File: src/rtl/keypad_scanner_pkg.sv
// Shared key codes, scanner states and the row/column to key-code map.
package keypad_scanner_pkg;

  localparam logic [3:0] KEY_0    = 4'h0;
  localparam logic [3:0] KEY_1    = 4'h1;
  localparam logic [3:0] KEY_2    = 4'h2;
  localparam logic [3:0] KEY_3    = 4'h3;
  localparam logic [3:0] KEY_4    = 4'h4;
  localparam logic [3:0] KEY_5    = 4'h5;
  localparam logic [3:0] KEY_6    = 4'h6;
  localparam logic [3:0] KEY_7    = 4'h7;
  localparam logic [3:0] KEY_8    = 4'h8;
  localparam logic [3:0] KEY_9    = 4'h9;
  localparam logic [3:0] KEY_ESC  = 4'hA;
  localparam logic [3:0] KEY_ENT  = 4'hB;
  localparam logic [3:0] KEY_NONE = 4'hF;

  typedef enum logic {
    ST_SCAN,
    ST_EVAL
  } scan_state_t;

  // Rows 0..2 hold digits 1..9 in reading order; row 3 is '*', '0', '#'.
  function automatic logic [3:0] key_at(input int r, input int c);
    logic [3:0] code;
    if (r == 3) begin
      case (c)
        0:       code = KEY_ESC;
        1:       code = KEY_0;
        default: code = KEY_ENT;
      endcase
    end else begin
      code = 4'(r * 3 + c + 1);
    end
    return code;
  endfunction

endpackage

File: src/rtl/keypad_scanner_if.sv
// Keypad matrix wiring plus the debounced key output towards the menu stage.
interface keypad_scanner_if;
  logic [3:0] row;
  logic [2:0] col;
  logic [3:0] key;
  logic       key_strobe;

  modport master (input row, output col, output key, output key_strobe);
  modport slave  (output row, input col, input key, input key_strobe);
endinterface

File: src/rtl/keypad_debounce.sv
// Frame-level debouncer: a key code must repeat DEBOUNCE_FRAMES times before it is published.
module keypad_debounce
  import keypad_scanner_pkg::*;
#(
  parameter int DEBOUNCE_FRAMES = 4
) (
  input  logic       clk,
  input  logic       rst,
  input  logic       frame_valid,
  input  logic [3:0] frame_code,
  output logic [3:0] key,
  output logic       key_strobe
);

  localparam logic [3:0] FRAMES = 4'(DEBOUNCE_FRAMES);

  logic [3:0] cand_reg, cand_next;
  logic [3:0] count_reg, count_next;
  logic [3:0] key_reg, key_next;
  logic       strobe_reg, strobe_next;

  always_ff @(posedge clk) begin
    if (!rst) begin
      cand_reg   <= KEY_NONE;
      count_reg  <= 4'd0;
      key_reg    <= KEY_NONE;
      strobe_reg <= 1'b0;
    end else begin
      cand_reg   <= cand_next;
      count_reg  <= count_next;
      key_reg    <= key_next;
      strobe_reg <= strobe_next;
    end
  end

  always_comb begin
    cand_next   = cand_reg;
    count_next  = count_reg;
    key_next    = key_reg;
    strobe_next = 1'b0;
    if (frame_valid) begin
      if (frame_code == cand_reg) begin
        if (count_reg < FRAMES) count_next = count_reg + 4'd1;
      end else begin
        cand_next  = frame_code;
        count_next = 4'd1;
      end
      // Decide on the post-update count so a new key lands on its final frame.
      if (count_next == FRAMES && cand_next != key_reg) begin
        key_next    = cand_next;
        strobe_next = (cand_next != KEY_NONE);
      end
    end
  end

  assign key        = key_reg;
  assign key_strobe = strobe_reg;

endmodule

File: src/rtl/keypad_scanner.sv
// 4x3 matrix keypad scanner: row synchronizer, column-walk FSM and frame encoder feeding the debouncer.
module keypad_scanner
  import keypad_scanner_pkg::*;
#(
  parameter int SCAN_DIV        = 65000,
  parameter int DEBOUNCE_FRAMES = 4
) (
  input  logic             clk,
  input  logic             rst,
  keypad_scanner_if.master bus
);

  localparam int DW = $clog2(SCAN_DIV);
  localparam logic [DW-1:0] DWELL_LAST = DW'(SCAN_DIV - 1);

  logic [3:0]      row_meta_reg, row_sync_reg;
  scan_state_t     state_reg, state_next;
  logic [1:0]      col_idx_reg, col_idx_next;
  logic [DW-1:0]   dwell_reg, dwell_next;
  logic [2:0][3:0] frame_reg, frame_next;
  logic            frame_valid;
  logic [3:0]      frame_code;
  logic [3:0]      hit_count;
  logic [3:0]      hit_code;

  always_ff @(posedge clk) begin
    if (!rst) begin
      row_meta_reg <= 4'hF;
      row_sync_reg <= 4'hF;
    end else begin
      row_meta_reg <= bus.row;
      row_sync_reg <= row_meta_reg;
    end
  end

  always_ff @(posedge clk) begin
    if (!rst) begin
      state_reg   <= ST_SCAN;
      col_idx_reg <= 2'd0;
      dwell_reg   <= '0;
      frame_reg   <= '0;
    end else begin
      state_reg   <= state_next;
      col_idx_reg <= col_idx_next;
      dwell_reg   <= dwell_next;
      frame_reg   <= frame_next;
    end
  end

  always_comb begin
    state_next   = state_reg;
    col_idx_next = col_idx_reg;
    dwell_next   = dwell_reg;
    frame_next   = frame_reg;
    frame_valid  = 1'b0;
    case (state_reg)
      ST_SCAN: begin
        if (dwell_reg == DWELL_LAST) begin
          frame_next[col_idx_reg] = ~row_sync_reg;
          dwell_next              = '0;
          if (col_idx_reg == 2'd2) begin
            // Column 0 is already driven during EVAL so its dwell runs one cycle long.
            col_idx_next = 2'd0;
            state_next   = ST_EVAL;
          end else begin
            col_idx_next = col_idx_reg + 2'd1;
          end
        end else begin
          dwell_next = dwell_reg + DW'(1);
        end
      end
      ST_EVAL: begin
        frame_valid = 1'b1;
        state_next  = ST_SCAN;
      end
      default: state_next = ST_SCAN;
    endcase
  end

  for (genvar gi = 0; gi < 3; gi++) begin : g_col
    assign bus.col[gi] = (col_idx_reg != 2'(gi));
  end

  // Multi-press and ghosting both show up as more than one hit and are rejected.
  always_comb begin
    hit_count = 4'd0;
    hit_code  = KEY_NONE;
    for (int r = 0; r < 4; r++) begin
      for (int c = 0; c < 3; c++) begin
        if (frame_reg[c][r]) begin
          hit_count = hit_count + 4'd1;
          hit_code  = key_at(r, c);
        end
      end
    end
    frame_code = (hit_count == 4'd1) ? hit_code : KEY_NONE;
  end

  keypad_debounce #(
    .DEBOUNCE_FRAMES(DEBOUNCE_FRAMES)
  ) u_debounce (
    .clk        (clk),
    .rst        (rst),
    .frame_valid(frame_valid),
    .frame_code (frame_code),
    .key        (bus.key),
    .key_strobe (bus.key_strobe)
  );

endmodule

File: src/flat_wrapper.sv
// flat-port wrapper written by rule: the top's interface ports become plain ports
module keypad_scanner_flat import keypad_scanner_pkg::*;
#(
  parameter int SCAN_DIV        = 65000,
  parameter int DEBOUNCE_FRAMES = 4
)
  (clk, rst, bus_row, bus_col, bus_key, bus_key_strobe);
  keypad_scanner_if bus_i ();
  input  logic clk;
  input  logic rst;
  input wire logic [$bits(bus_i.row)-1:0] bus_row;
  output wire logic [$bits(bus_i.col)-1:0] bus_col;
  output wire logic [$bits(bus_i.key)-1:0] bus_key;
  output wire logic [$bits(bus_i.key_strobe)-1:0] bus_key_strobe;
  assign bus_i.row = bus_row;
  assign bus_col = bus_i.col;
  assign bus_key = bus_i.key;
  assign bus_key_strobe = bus_i.key_strobe;
  keypad_scanner #(.SCAN_DIV(SCAN_DIV), .DEBOUNCE_FRAMES(DEBOUNCE_FRAMES)) u_core (.clk(clk), .rst(rst), .bus(bus_i));
endmodule
File: config.mk
export PLATFORM = sky130hd
export DESIGN_NAME = keypad_scanner_flat
export DESIGN_NICKNAME = d
export VERILOG_FILES = /design/src/rtl/keypad_scanner_pkg.sv /design/src/rtl/keypad_scanner_if.sv /design/src/rtl/keypad_debounce.sv /design/src/rtl/keypad_scanner.sv /design/src/flat_wrapper.sv
export SDC_FILE = /design/constraint.sdc
export NUM_CORES = 1
export LEC_CHECK = 0
export CAP_MARGIN = 20
export CORE_ASPECT_RATIO = 0.5
export CORE_UTILIZATION = 45
export DETAILED_ROUTE_END_ITERATION = 10
export GPL_ROUTABILITY_DRIVEN = 0
export PLACE_DENSITY = 0.61
export RECOVER_POWER = 50
export SKIP_LAST_GASP = 1
export SLEW_MARGIN = 20
export SYNTH_ARGS = -nofsm -noshare
export SYNTH_HDL_FRONTEND = slang
export SYNTH_HIERARCHICAL = 1
export SYNTH_SLANG_ARGS = --single-unit
File: constraint.sdc
create_clock -name clk -period 11.01 [get_ports clk]
set_clock_uncertainty 0.2 [all_clocks]
set_input_delay 1.6515 -clock clk [delete_from_list [all_inputs] [get_ports clk]]
set_output_delay 1.6515 -clock clk [all_outputs]
set_load 0.05 [all_outputs]
==> flow_summary.ini <==
[run_status]
status = complete, no violations

[worst_hold_path]
min_from = u_core/row_meta_reg[3]$_SDFF_PN1_
min_path_type = reg2reg
whs_path_depth = 1
whs_endpoint = u_core/row_sync_reg[3]$_SDFF_PN1_

[grt]
grt_pass1_vias = 2418
antenna_found_initial = 0
grt_pass1_wl_mm = 11.1
grt-ovfl-total = 0
grt_usage_pct = 17.7
grt_max_degree = 20

[finish]
layout_common_cells = nor2_1, dfxtp_1, nand2_1
final_layout_size_suffix_gt1_share_pct = 6.96
ff_latch_area_sq_um = 1040
layout.nets = 408
layout.cells.non_filler = 480
largest_reg_flops = 16
multi_input_comb_area_sq_um = 2120
nFillCells = 620
diodes = 0
area_growth_pct = 11.6
final_common_cell = nor2_1

[clock_network]
post_cts_buffers = 0
cts_buffers = 5
cts.repair.resized = 0
root_buffer = clkbuf_16
clkTransAtPathRegs_ps = 70
hold_buffers = 0
clockBufferDepth = 2
clock_latency_ps = 290
tritoncts = built
clock-sinks = 52
htreeDepth = 2

[worst_setup_path]
worstReg2RegStart = u_core/frame_reg[0]$_SDFFE_PN0P_
arrival_ps = 8600
slowest_delay_ps = 440
crit_path_frequent_cell = ha_1
rrSetupSlack_ps = 2410
crit_path_start_kind = register
worst_ep_required_time_ps = 11010
r2r_cells = 40
cp-end-kind = register
crit_slowest_cell = nor4_4
cp_max_fo = 6
r2r-end = u_core/u_debounce/key[0]$_SDFFE_PN1P_
crit_type = reg2reg

[floorplan]
start_util_pct = 47.8
io_pins = 14
die_area_sq_um = 7690
die_y_um = 62.5
rows = 21
coreArea_sq_um = 6880
dieWidth_um = 123

[logic_synthesis]
synth.avg_cell_area_sq_um = 8.58
ys_seq_area_share_pct = 31.6
yosys.area.top_type = dfxtp_1
netlist_area_sq_um = 3290
syn-instance-count = 384
ys_async_sr_fraction_pct = 0
syn_nets = 405
synth_ff_type = dfxtp_1
synth_edf_count = 0
synth_warnings = 6
ys_types = 67
synth_top_area_share_pct = 31.6
synth_area_leaders = dfxtp_1, nor2_1, ha_1, xor2_1, xnor2_1
yosys_register_bits = 52

[sta]
final_max_slew_viol_count = 0
finalHoldViolCount = 0
grt_setup_unrepaired = no
worst_pin_slew_ps = 999
timing.fmax_mhz = 116
setup_slack_ps = 2410
tns_ps = 0
min_period_ps = 8600
slew_headroom_pct = 33.2
finalSetupViolCount = 0
fin_crit_sh_pct = 78.1

[detailed_routing]
wl_per_cell_um = 13.1
viasPerCell = 5.25
vias = 2518
drt_iter0_markers = 188
drc_errors = 0
wirelength_mm = 6.27
drt_first_pass_iters = 4
postRouteAntennaNets = 0

[power]
p_leak_nw = 1.33
power_mw = 0.418
power.density_nw_per_um2 = 114
ir_drop_uv = 70.3

[placement]
dp_hpwl_mm = 4.64
dpl_worst_slack_ps = 2520
place_inst = 472
io_buffers = 13

[run]
maxCapViolCount = 0
[metrics by stage]
step | hold slack [ps] | utilization (%) | area [sq um]
finish | 214 | 53.4 | 3670
CTS | 212 | 53.4 | 3670
detailed placement | 195 | 50.3 | 3460
floorplan | 186 | - | 3290
global route | 231 | 53.4 | 3670
global placement | 190 | 50.3 | 3460
[layout make-up]
type                       instances  share of cell area [%]
timing repair buffer              13                    3.54
clock buffer                       5                    3.40
multi-input combinational        301                    57.6
inverter                          14                    1.57
clock inverter                     3                    2.45
tap                               92                    3.13
sequential                        52                    28.3
[synthesized netlist by cell type, types with 2 or more instances]
master and count:
xnor2_4 3, a21oi_1 16, nor3b_1 3, and3_1 2
buf_2 5, nand3_1 7, or2_2 2, xor2_2 2
a211oi_1 10, dfxtp_1 52, nand2_1 35, and2_1 3
nor2_1 57, a2111oi_0 2, inv_1 9, mux2i_1 13
nand4_1 7, clkinv_1 2, o311ai_0 2, ha_1 15
nor4_1 4, o21a_1 3, nor2b_1 7, o41ai_1 2
o21ai_0 9, inv_4 2, clkbuf_1 10, o211ai_1 3
xor2_1 20, or3_1 3, a21o_1 2, nor3_1 3
a31oi_1 2, xnor2_1 19, nand2b_1 16
[worst max-delay path, delay by kind of cell, from the launching register on]
kind | cells | cell delay (ps)
AOI/OAI and AO/OA | 11 | 1890
xor gates and xnor gates | 1 | 230
adders and majority gates | 10 | 2750
buffers and inverters | 1 | 110
DFF | 1 | 340
muxes | 2 | 470
and+or+nand+nor | 15 | 2520
[power breakdown]
| part | switching (mW) | internal [mW] |
|---|---|---|
| Clock | 0.0648 | 0.153 |
| Combinational | 0.00470 | 0.00355 |
| Sequential | 0.00139 | 0.190 |
| Total | 0.0709 | 0.347 |
[routing by layer]
layer  track usage (%)  wire [um]
met4              4.07         41
met1              24.1       3270
met5                 0          0
met3              2.74        115
met2              29.6       2840
[logic make-up (layout without fill, tap and decap cells)]
kind of cell / count (synthesis) / after routing / share of synthesized area [%]
AOI/OAI and AO/OA: 65 / 65 / 13.6
xor gates and xnor gates: 48 / 48 / 16.5
buffers and inverters: 31 / 35 / 4.14
muxes: 14 / 14 / 4.29
DFF: 52 / 52 / 31.6
adders and majority gates: 15 / 15 / 5.70
and+or+nand+nor: 159 / 159 / 24.2
[worst max path at each step]
stage,slack (ps),start,depth (start not counted),endpoint
after floorplan,3380,u_core/frame_reg[0]$_SDFFE_PN0P_,40,u_core/u_debounce/key_strobe$_SDFF_PN0_
after global placement,2850,u_core/frame_reg[0]$_SDFFE_PN0P_,40,u_core/u_debounce/key[0]$_SDFFE_PN1P_
after detailed placement,2520,u_core/frame_reg[0]$_SDFFE_PN0P_,40,u_core/u_debounce/key[0]$_SDFFE_PN1P_
after CTS,2460,u_core/frame_reg[0]$_SDFFE_PN0P_,40,u_core/u_debounce/key[0]$_SDFFE_PN1P_
after global routing,1800,u_core/frame_reg[0]$_SDFFE_PN0P_,40,u_core/u_debounce/key[0]$_SDFFE_PN1P_
final,2410,u_core/frame_reg[0]$_SDFFE_PN0P_,40,u_core/u_debounce/key[0]$_SDFFE_PN1P_
Note: power is estimated with default switching activity, not from simulation.
